[src/rtl/gt_multilane_phase_align.sv]
// Multi-lane GT phase alignment sequencer: master lane first, then slaves in order.
// Define GT_PHALIGN_TIMEOUT_EN to compile in the per-step timeout, retry and FAIL logic.
module gt_multilane_phase_align #(
  parameter int NUM_LANES      = 4,
  parameter int PHALIGN_EDGES  = 2,
  parameter int TIMEOUT_CYCLES = 4096,
  parameter int MAX_RETRIES    = 3,
  localparam int LW = (NUM_LANES > 1) ? $clog2(NUM_LANES) : 1
) (
  input  logic                 stable_clk_i,
  input  logic                 rst_n_i,
  input  logic                 run_phalignment_i,
  input  logic                 recclkstable_i,
  output logic [NUM_LANES-1:0] dlysreset_o,
  input  logic [NUM_LANES-1:0] dlysresetdone_i,
  input  logic [NUM_LANES-1:0] phaligndone_i,
  output logic [NUM_LANES-1:0] lane_done_o,
  output logic [LW-1:0]        cur_lane_o,
  output logic                 phase_alignment_done_o,
  output logic                 timeout_o
);

  if (NUM_LANES < 1 || NUM_LANES > 16 ||
      PHALIGN_EDGES < 1 || PHALIGN_EDGES > 3 ||
      TIMEOUT_CYCLES < 16 ||
      MAX_RETRIES < 0 || MAX_RETRIES > 7) begin : g_bad_cfg
    $error("gt_multilane_phase_align: parameter out of range");
  end

  typedef enum logic [2:0] {
    S_INIT, S_RST, S_WAIT_RST, S_COUNT,
    S_NEXT, S_DONE, S_FAIL
  } state_t;

  state_t state_q, state_d;

  logic [NUM_LANES-1:0] drd_s1, drd_s2;
  logic [NUM_LANES-1:0] pd_s1, pd_s2, pd_s3;
  logic [NUM_LANES-1:0] pd_rise;
  logic [1:0]           edge_cnt;
  logic                 run_ok;
  logic                 cur_drd;
  logic                 cur_rise;
  logic                 last_lane;
  logic                 tmo;
  logic                 retry_ok;
  logic [NUM_LANES-1:0] cur_oh;

  assign run_ok    = run_phalignment_i & recclkstable_i;
  assign cur_drd   = drd_s2[cur_lane_o];
  assign cur_rise  = pd_rise[cur_lane_o];
  assign last_lane = (cur_lane_o == LW'(NUM_LANES - 1));
  assign cur_oh    = NUM_LANES'(1) << cur_lane_o;

  always_ff @(posedge stable_clk_i or negedge rst_n_i) begin
    if (!rst_n_i) begin
      drd_s1  <= '0;
      drd_s2  <= '0;
      pd_s1   <= '0;
      pd_s2   <= '0;
      pd_s3   <= '0;
      pd_rise <= '0;
    end else begin
      drd_s1  <= dlysresetdone_i;
      drd_s2  <= drd_s1;
      pd_s1   <= phaligndone_i;
      pd_s2   <= pd_s1;
      pd_s3   <= pd_s2;
      pd_rise <= pd_s2 & ~pd_s3;
    end
  end

`ifdef GT_PHALIGN_TIMEOUT_EN
  localparam int TW = $clog2(TIMEOUT_CYCLES);

  logic [TW-1:0] timer;
  logic [2:0]    retries;

  assign tmo      = (timer == TW'(TIMEOUT_CYCLES - 1));
  assign retry_ok = (retries < 3'(MAX_RETRIES));

  always_ff @(posedge stable_clk_i or negedge rst_n_i) begin
    if (!rst_n_i) begin
      timer     <= '0;
      retries   <= '0;
      timeout_o <= 1'b0;
    end else if (!run_ok) begin
      timer     <= '0;
      retries   <= '0;
      timeout_o <= 1'b0;
    end else begin
      timeout_o <= (state_d == S_FAIL);
      case (state_q)
        S_INIT: begin
          timer   <= '0;
          retries <= '0;
        end
        S_RST: timer <= '0;
        S_WAIT_RST, S_COUNT: begin
          if (tmo) begin
            timer <= '0;
            if (retry_ok) retries <= retries + 3'd1;
          end else begin
            timer <= timer + TW'(1);
          end
        end
        S_NEXT: retries <= '0;
        default: ;
      endcase
    end
  end
`else
  assign tmo       = 1'b0;
  assign retry_ok  = 1'b0;
  assign timeout_o = 1'b0;
`endif

  always_ff @(posedge stable_clk_i or negedge rst_n_i) begin
    if (!rst_n_i) state_q <= S_INIT;
    else          state_q <= state_d;
  end

  always_comb begin
    state_d = state_q;
    unique case (state_q)
      S_INIT:     if (run_ok) state_d = S_RST;
      S_RST:      state_d = S_WAIT_RST;
      S_WAIT_RST: begin
        if (tmo)          state_d = retry_ok ? S_RST : S_FAIL;
        else if (cur_drd) state_d = S_COUNT;
      end
      // a timeout pre-empts any edge landing in the same cycle
      S_COUNT: begin
        if (tmo) state_d = retry_ok ? S_RST : S_FAIL;
        else if (edge_cnt == 2'(PHALIGN_EDGES)) state_d = S_NEXT;
      end
      S_NEXT:     state_d = last_lane ? S_DONE : S_RST;
      S_DONE:     state_d = S_DONE;
      S_FAIL:     state_d = S_FAIL;
      default:    state_d = S_INIT;
    endcase
    if (!run_ok) state_d = S_INIT;
  end

  always_ff @(posedge stable_clk_i or negedge rst_n_i) begin
    if (!rst_n_i) begin
      cur_lane_o             <= '0;
      edge_cnt               <= '0;
      dlysreset_o            <= '0;
      lane_done_o            <= '0;
      phase_alignment_done_o <= 1'b0;
    end else if (!run_ok) begin
      cur_lane_o             <= '0;
      edge_cnt               <= '0;
      dlysreset_o            <= '0;
      lane_done_o            <= '0;
      phase_alignment_done_o <= 1'b0;
    end else begin
      dlysreset_o <= (state_q == S_RST) ? cur_oh : '0;
      phase_alignment_done_o <= (state_d == S_DONE);
      case (state_q)
        S_INIT: begin
          cur_lane_o <= '0;
          edge_cnt   <= '0;
        end
        S_RST: edge_cnt <= '0;
        S_COUNT: begin
          if (!tmo && cur_rise && edge_cnt != 2'd3)
            edge_cnt <= edge_cnt + 2'd1;
          if (!tmo && edge_cnt == 2'(PHALIGN_EDGES))
            lane_done_o[cur_lane_o] <= 1'b1;
        end
        S_NEXT: if (!last_lane) cur_lane_o <= cur_lane_o + LW'(1);
        default: ;
      endcase
    end
  end

endmodule
[config.mk]
export PLATFORM = sky130hd
export DESIGN_NAME = gt_multilane_phase_align
export DESIGN_NICKNAME = d
export VERILOG_FILES = /design/src/rtl/gt_multilane_phase_align.sv
export SDC_FILE = /design/constraint.sdc
export NUM_CORES = 1
export LEC_CHECK = 0
export CAP_MARGIN = 20
export CORE_MARGIN = 3
export CORE_UTILIZATION = 50
export CTS_CLUSTER_SIZE = 40
export DETAILED_ROUTE_END_ITERATION = 8
export GPL_TIMING_DRIVEN = 0
export PLACE_DENSITY = 0.78
export SLEW_MARGIN = 10
export SYNTH_ARGS = -nofsm -noshare
export SYNTH_HDL_FRONTEND = slang
export SYNTH_SLANG_ARGS = --single-unit
[constraint.sdc]
create_clock -name stable_clk_i -period 1.5 [get_ports stable_clk_i]
set_input_delay 0.45 -clock stable_clk_i [delete_from_list [all_inputs] [get_ports stable_clk_i]]
set_output_delay 0.45 -clock stable_clk_i [all_outputs]
set_load 0.01 [all_outputs]
-- After elaboration in Yosys (flattened, before gate mapping)
Cells that the tools add are included.
- flip-flop bits (word level): 40
- bits of input ports: 12
- output and inout port bits: 12
- word-level logic and storage cells: 67
- $add $sub $neg: 2
- magnitude comparators: 2
- equal/unequal tests: 16
- shifts and indexed selects: 1
- muxes and demuxes: 23
- bitwise operators: 4
- reductions and logical operators: 7
- operators by type and width (kind ; number):
    $pmux 3 s7 ; 1
    $mux 4 ; 5
    $eq 3x3->1 const B ; 4
    $mux 3 ; 4
    $mux 2 ; 4
    $pmux 2 s2 ; 2
    $eq 3x2->1 const B ; 2
    $ne 3x3->1 const B ; 2
    $reduce_and 2->1 ; 3
    $add 2x1->2 const B ; 2
    $and 4x4->4 ; 1
    $bmux 1 s2 ; 2
    $eq 2x2->1 const B ; 2
    $mux 1 ; 4
    $ne 2x1->1 const B ; 2
    $not 4->4 ; 1
    $or 4x4->4 ; 1
    $shl 1x2->4 const A ; 1
    $eq 3x1->1 const B ; 1
    $logic_not 3->1 ; 1
    $lt 2x3->1 const B ; 1
    $ne 3x1->1 const B ; 1
    $ne 3x2->1 const B ; 1
    $demux 1 s2 ; 1
    5 further kinds ; 6

-- Logic depth before layout (Yosys ltp)
- depth after elaboration: 8
- gate-level depth with buffers: 6
- depth with buffers taken out: 6

-- Worst setup path after synthesis
Ideal clock, no wire load.
- kind: reg-to-reg
- from: register cur_lane_o[0]
- to: register phase_alignment_done_o
- setup time: 0.141 ns
- data arrival time: 1.332 ns
- required time: 1.359 ns
- path slack: 0.027 ns
- stages on the path, launching flop included: 5
- buffers on the path: 1
- clock period less this slack: 1.473 ns
- path through: dfrtp_1 > buf_6 > mux4_2 > nor3b_2 > a2111oi_2
- cells in the longest elaborated chain, start to end: 7
- elaborated cells on any way between the ends: 9
- those cells by class: eq/ne (2); mux (7)
- RTL lines (element ; line ; source):
    start, declared ; 18 ; output logic [LW-1:0] cur_lane_o,
    start signal, assigned ; 173 ; S_NEXT: if (!last_lane) cur_lane_o <= cur_lane_o + LW'(1);
    $bmux 1 s2 ; 50 ; assign cur_drd = drd_s2[cur_lane_o];
    $mux 1 (implied by the code) ; 50 ;
    $mux 3 ; 130 ; else if (cur_drd) state_d = S_COUNT;
    $pmux 3 s7 (*) ; 125 ; unique case (state_q)
    $mux 3 (*) ; 142 ; if (!run_ok) state_d = S_INIT;
    $eq 3x3->1 (*) ; 160 ; phase_alignment_done_o <= (state_d == S_DONE);
    $mux 1 (*) ; 152 ; end else if (!run_ok) begin
    end signal, assigned ; 160 ;
    end, declared ; 19 ; output logic phase_alignment_done_o,
Every way passes the cells marked *; elsewhere a longest branch is shown, timed or not. The select of a mux whose other input is x is not followed.
A chain may end at the register's enable or synchronous reset.

-- Final worst setup path
Ends and elaborated chain as after synthesis.

==> summary.md <==
| Metric | Value |
|---|---|
| Outcome | `finished, violations left` |
| Failing checks | `setup timing` |
| IO buf count | `22` |
| Mapped Area | `about 1500 µm²` |
| Maximum VDD drop | `0.8291 mV` |
| Max FO, Critical Path | `8` |
| LEAKAGE | `~0.87 nW` |
| Netlist cell types | `28` |
| Post-synth net total | `139` |
| Number of flops mapped to enable cells by yosys | `0` |
| Share of cells above drive strength 1 | `19.48%` |
| Final nets | `around 170` |
| Util after Layout | `67.54%` |
| DR vias/cell | `approximately 5.3` |
| Clock Sinks | `40` |
| Worst R2R Setup Slack | `-6 ps` |
| Max_cap viols | `0` |
| Total number of vias | `about 980` |
| CTS Buf Count | `5` |
| Setup ws final | `-6.411 ps` |
| Initial Util | `53.90%` |
| H-tree levels | `2` |
| Clock Skew | `18.08 ps` |
| Core area | `between 2000 and 3000 µm²` |
| Layout area overhead | `25.31%` |
| Element type at the critical path start | `register` |
| Rel. slew slack | `between 40% and 50%` |
| Share of synthesized registers carrying an async set or reset | `between 90% and 100%` |
| Number of setup violations in the final report | `1` |
| Synth area leader | `dfrtp_1` |
| Fin. Hold Viols | `0` |
| Tot GR Track Use | `approximately 17%` |
| Post-Place Cells | `174` |
| Crit end category | `register` |
| Ys flop type | `dfrtp_1` |
| Synth warn | `0` |
| First-pass GRT wire length | `4409 µm` |
| Starting DRT DRC Count | `59` |
| Mean Syn Cell Area | `12.71 µm²` |
| Min cycle time layout | `1506 ps` |
| Diode count | `0` |
| Die area | `3777 µm²` |
| Pwr Total | `around 2 mW` |
| Crit Path Class | `register to register` |
| CTS tree | `yes` |
| Wire per inst | `14.31 µm` |
| Crit path DAT | `around 1700 ps` |
| Initial antenna violation count | `0` |
| Post-synth top cells | `dfrtp_1, nor2_1, a21oi_1` |
| Max clock buf depth | `2` |
| Drt first pass iters | `4` |
| Clock-pin slew on the worst setup and hold paths | `about 120 ps` |
| RSZ-0062 raised after global routing | `yes` |
| Pins over their slew limit | `0` |
| GRT overflow | `0` |
| Post-DP HPWL | `roughly 1800 µm` |
| Clock Latency Late Sink | `roughly 340 ps` |
| Die Ht | `between 60 and 70 µm` |
| Power per cell area | `a little over 1000 nW/µm²` |
| Post-CTS Hold Fix Bufs | `0` |
| Largest net degree at the start of global routing | `between 40 and 50` |
| Top-count cell post-synth | `dfrtp_1` |
| Post-synth top area share | `between 60% and 70%` |
| Die X | `between 60 and 70 µm` |
| Post-route ant nets | `0` |
| Top cells by area, synth | `dfrtp_1, ha_1, nor2_1` |
| Drt drc | `0` |
| Row cnt | `19` |
| Worst-Margin Slew | `between 800 and 900 ps` |
| Highest clock rate | `around 0.66 GHz` |
| Total Routed Length | `about 2600 µm` |
| Post-synthesis sequential area ratio | `65.09%` |
| Design Area, Final | `approximately 1900 µm²` |
| Io pins | `24` |
| CP required | `approximately 1700 ps` |
| Vias in the first global route | `between 900 and 1k` |
| Period utilization | `100.4%` |
| Hold Crit Class | `input pin to async pin` |
| Final Instance Count excl. Fillers | `about 190` |
| Routability congestion estimate | `0.8818` |
| Root Buffer | `clkbuf_4` |
| Setup TNS | `-6.411 ps` |
| Post-Synthesis Cells | `121` |
| Register bit total from synthesis | `40` |
| Placement Cell Area | `1792 µm²` |
## routing by layer
metal	vias to the layer above	share of wire, %	global-route usage [%]
met3	6	6.4	5.660
met4	0	2.3	9.091
met2	32	50	25.23
met1	486	42	21.95
met5	-	0	0
li1	458	-	-
## metrics by stage
stage	hold slack, ps	setup slack (ps)
4_1_cts	208.1	-4.192
2_1_floorplan	154.4	26.82
3_5_place_dp	335.5	-327.8
3_3_place_gp	331.3	-846.5
6_report	186.5	-6.411
5_1_grt	242.3	-70.49
## layout make-up
cell class,count,area (µm²)
plain buffers,5,42.54
clock buffers,7,65.06
clock inverters,1,30.03
fillers,206,925.9
inverters,8,30.03
multi-input cells,67,481.7
flip-flops and latches,40,1002
well taps,31,38.79
repair buffers,26,236.5
## cells in the final DEF, fill, tap and decap left out, types with 4 or more instances in the layout
cell             instances
nor2b_1                  5
clkdlybuf4s15_1          5
clkbuf_4                 5
inv_1                    8
nand2_1                  6
clkdlybuf4s50_1         10
dfrtp_1                 39
ha_1                     4
buf_4                    5
a21oi_1                  9
nor2_1                  16
dlygate4sd2_1            4
o21ai_0                  5
## state kept, by name (all words and copies together), names as in the netlist
name,cells
state_q,3
drd_s1,4
pd_rise,4
lane_done_o,4
drd_s2,4
pd_s2,4
edge_cnt,2
dlysreset_o,4
pd_s1,4
phase_alignment_done_o,1
cur_lane_o,2
pd_s3,4
## power by group
group | leakage (nW) | internal (mW) | total (mW) | switching (mW)
registers | 0.505 | 1.11 | 1.12 | 0.0111
clock network | 0.0515 | 0.443 | 0.773 | 0.330
logic | 0.317 | 0.0448 | 0.0942 | 0.0493
total | 0.874 | 1.60 | 1.99 | 0.391
## kinds of logic (layout without fill, tap and decap cells)
| group | after synthesis | count (layout) | synth area share, % |
|---|---|---|---|
| adder cells (fa/ha/maj) | 6 | 6 | 4.882 |
| AND/OR/NAND/NOR | 37 | 37 | 11.96 |
| buffers and inverters | 14 | 47 | 5.289 |
| multiplexers | 5 | 5 | 4.150 |
| flip-flops | 40 | 40 | 65.09 |
| other | 1 | 1 | 0.2439 |
| AO/OA/AOI/OAI | 18 | 18 | 8.381 |
## timing repair
item | in CTS | in global routing
pin swaps | 3 | 2
hold endpoints to repair | 0 | 0
setup buffers | 4 | 0
gates resized for setup | 17 | 14
setup endpoints to repair | 16 | 18
## critical path, cell delays in order, from the launching register on
cell	delay, ps
dfrtp_1	390
buf_6	150
mux4_2	540
nor3b_4	240
a2111oi_2	60
## worst paths after layout
path | depth (start not counted) | to | start
max in group asynchronous | 1 | cur_lane_o[1] | rst_n_i
max reg2reg | 4 | phase_alignment_done_o | cur_lane_o[0]
min | 1 | dlysreset_o[0] | rst_n_i
max | 4 | phase_alignment_done_o | cur_lane_o[0]
min in group stable_clk_i | 0 | drd_s2[1] | drd_s1[1]
min reg2reg | 0 | drd_s2[1] | drd_s1[1]
Power figures use the tool's default switching activity.
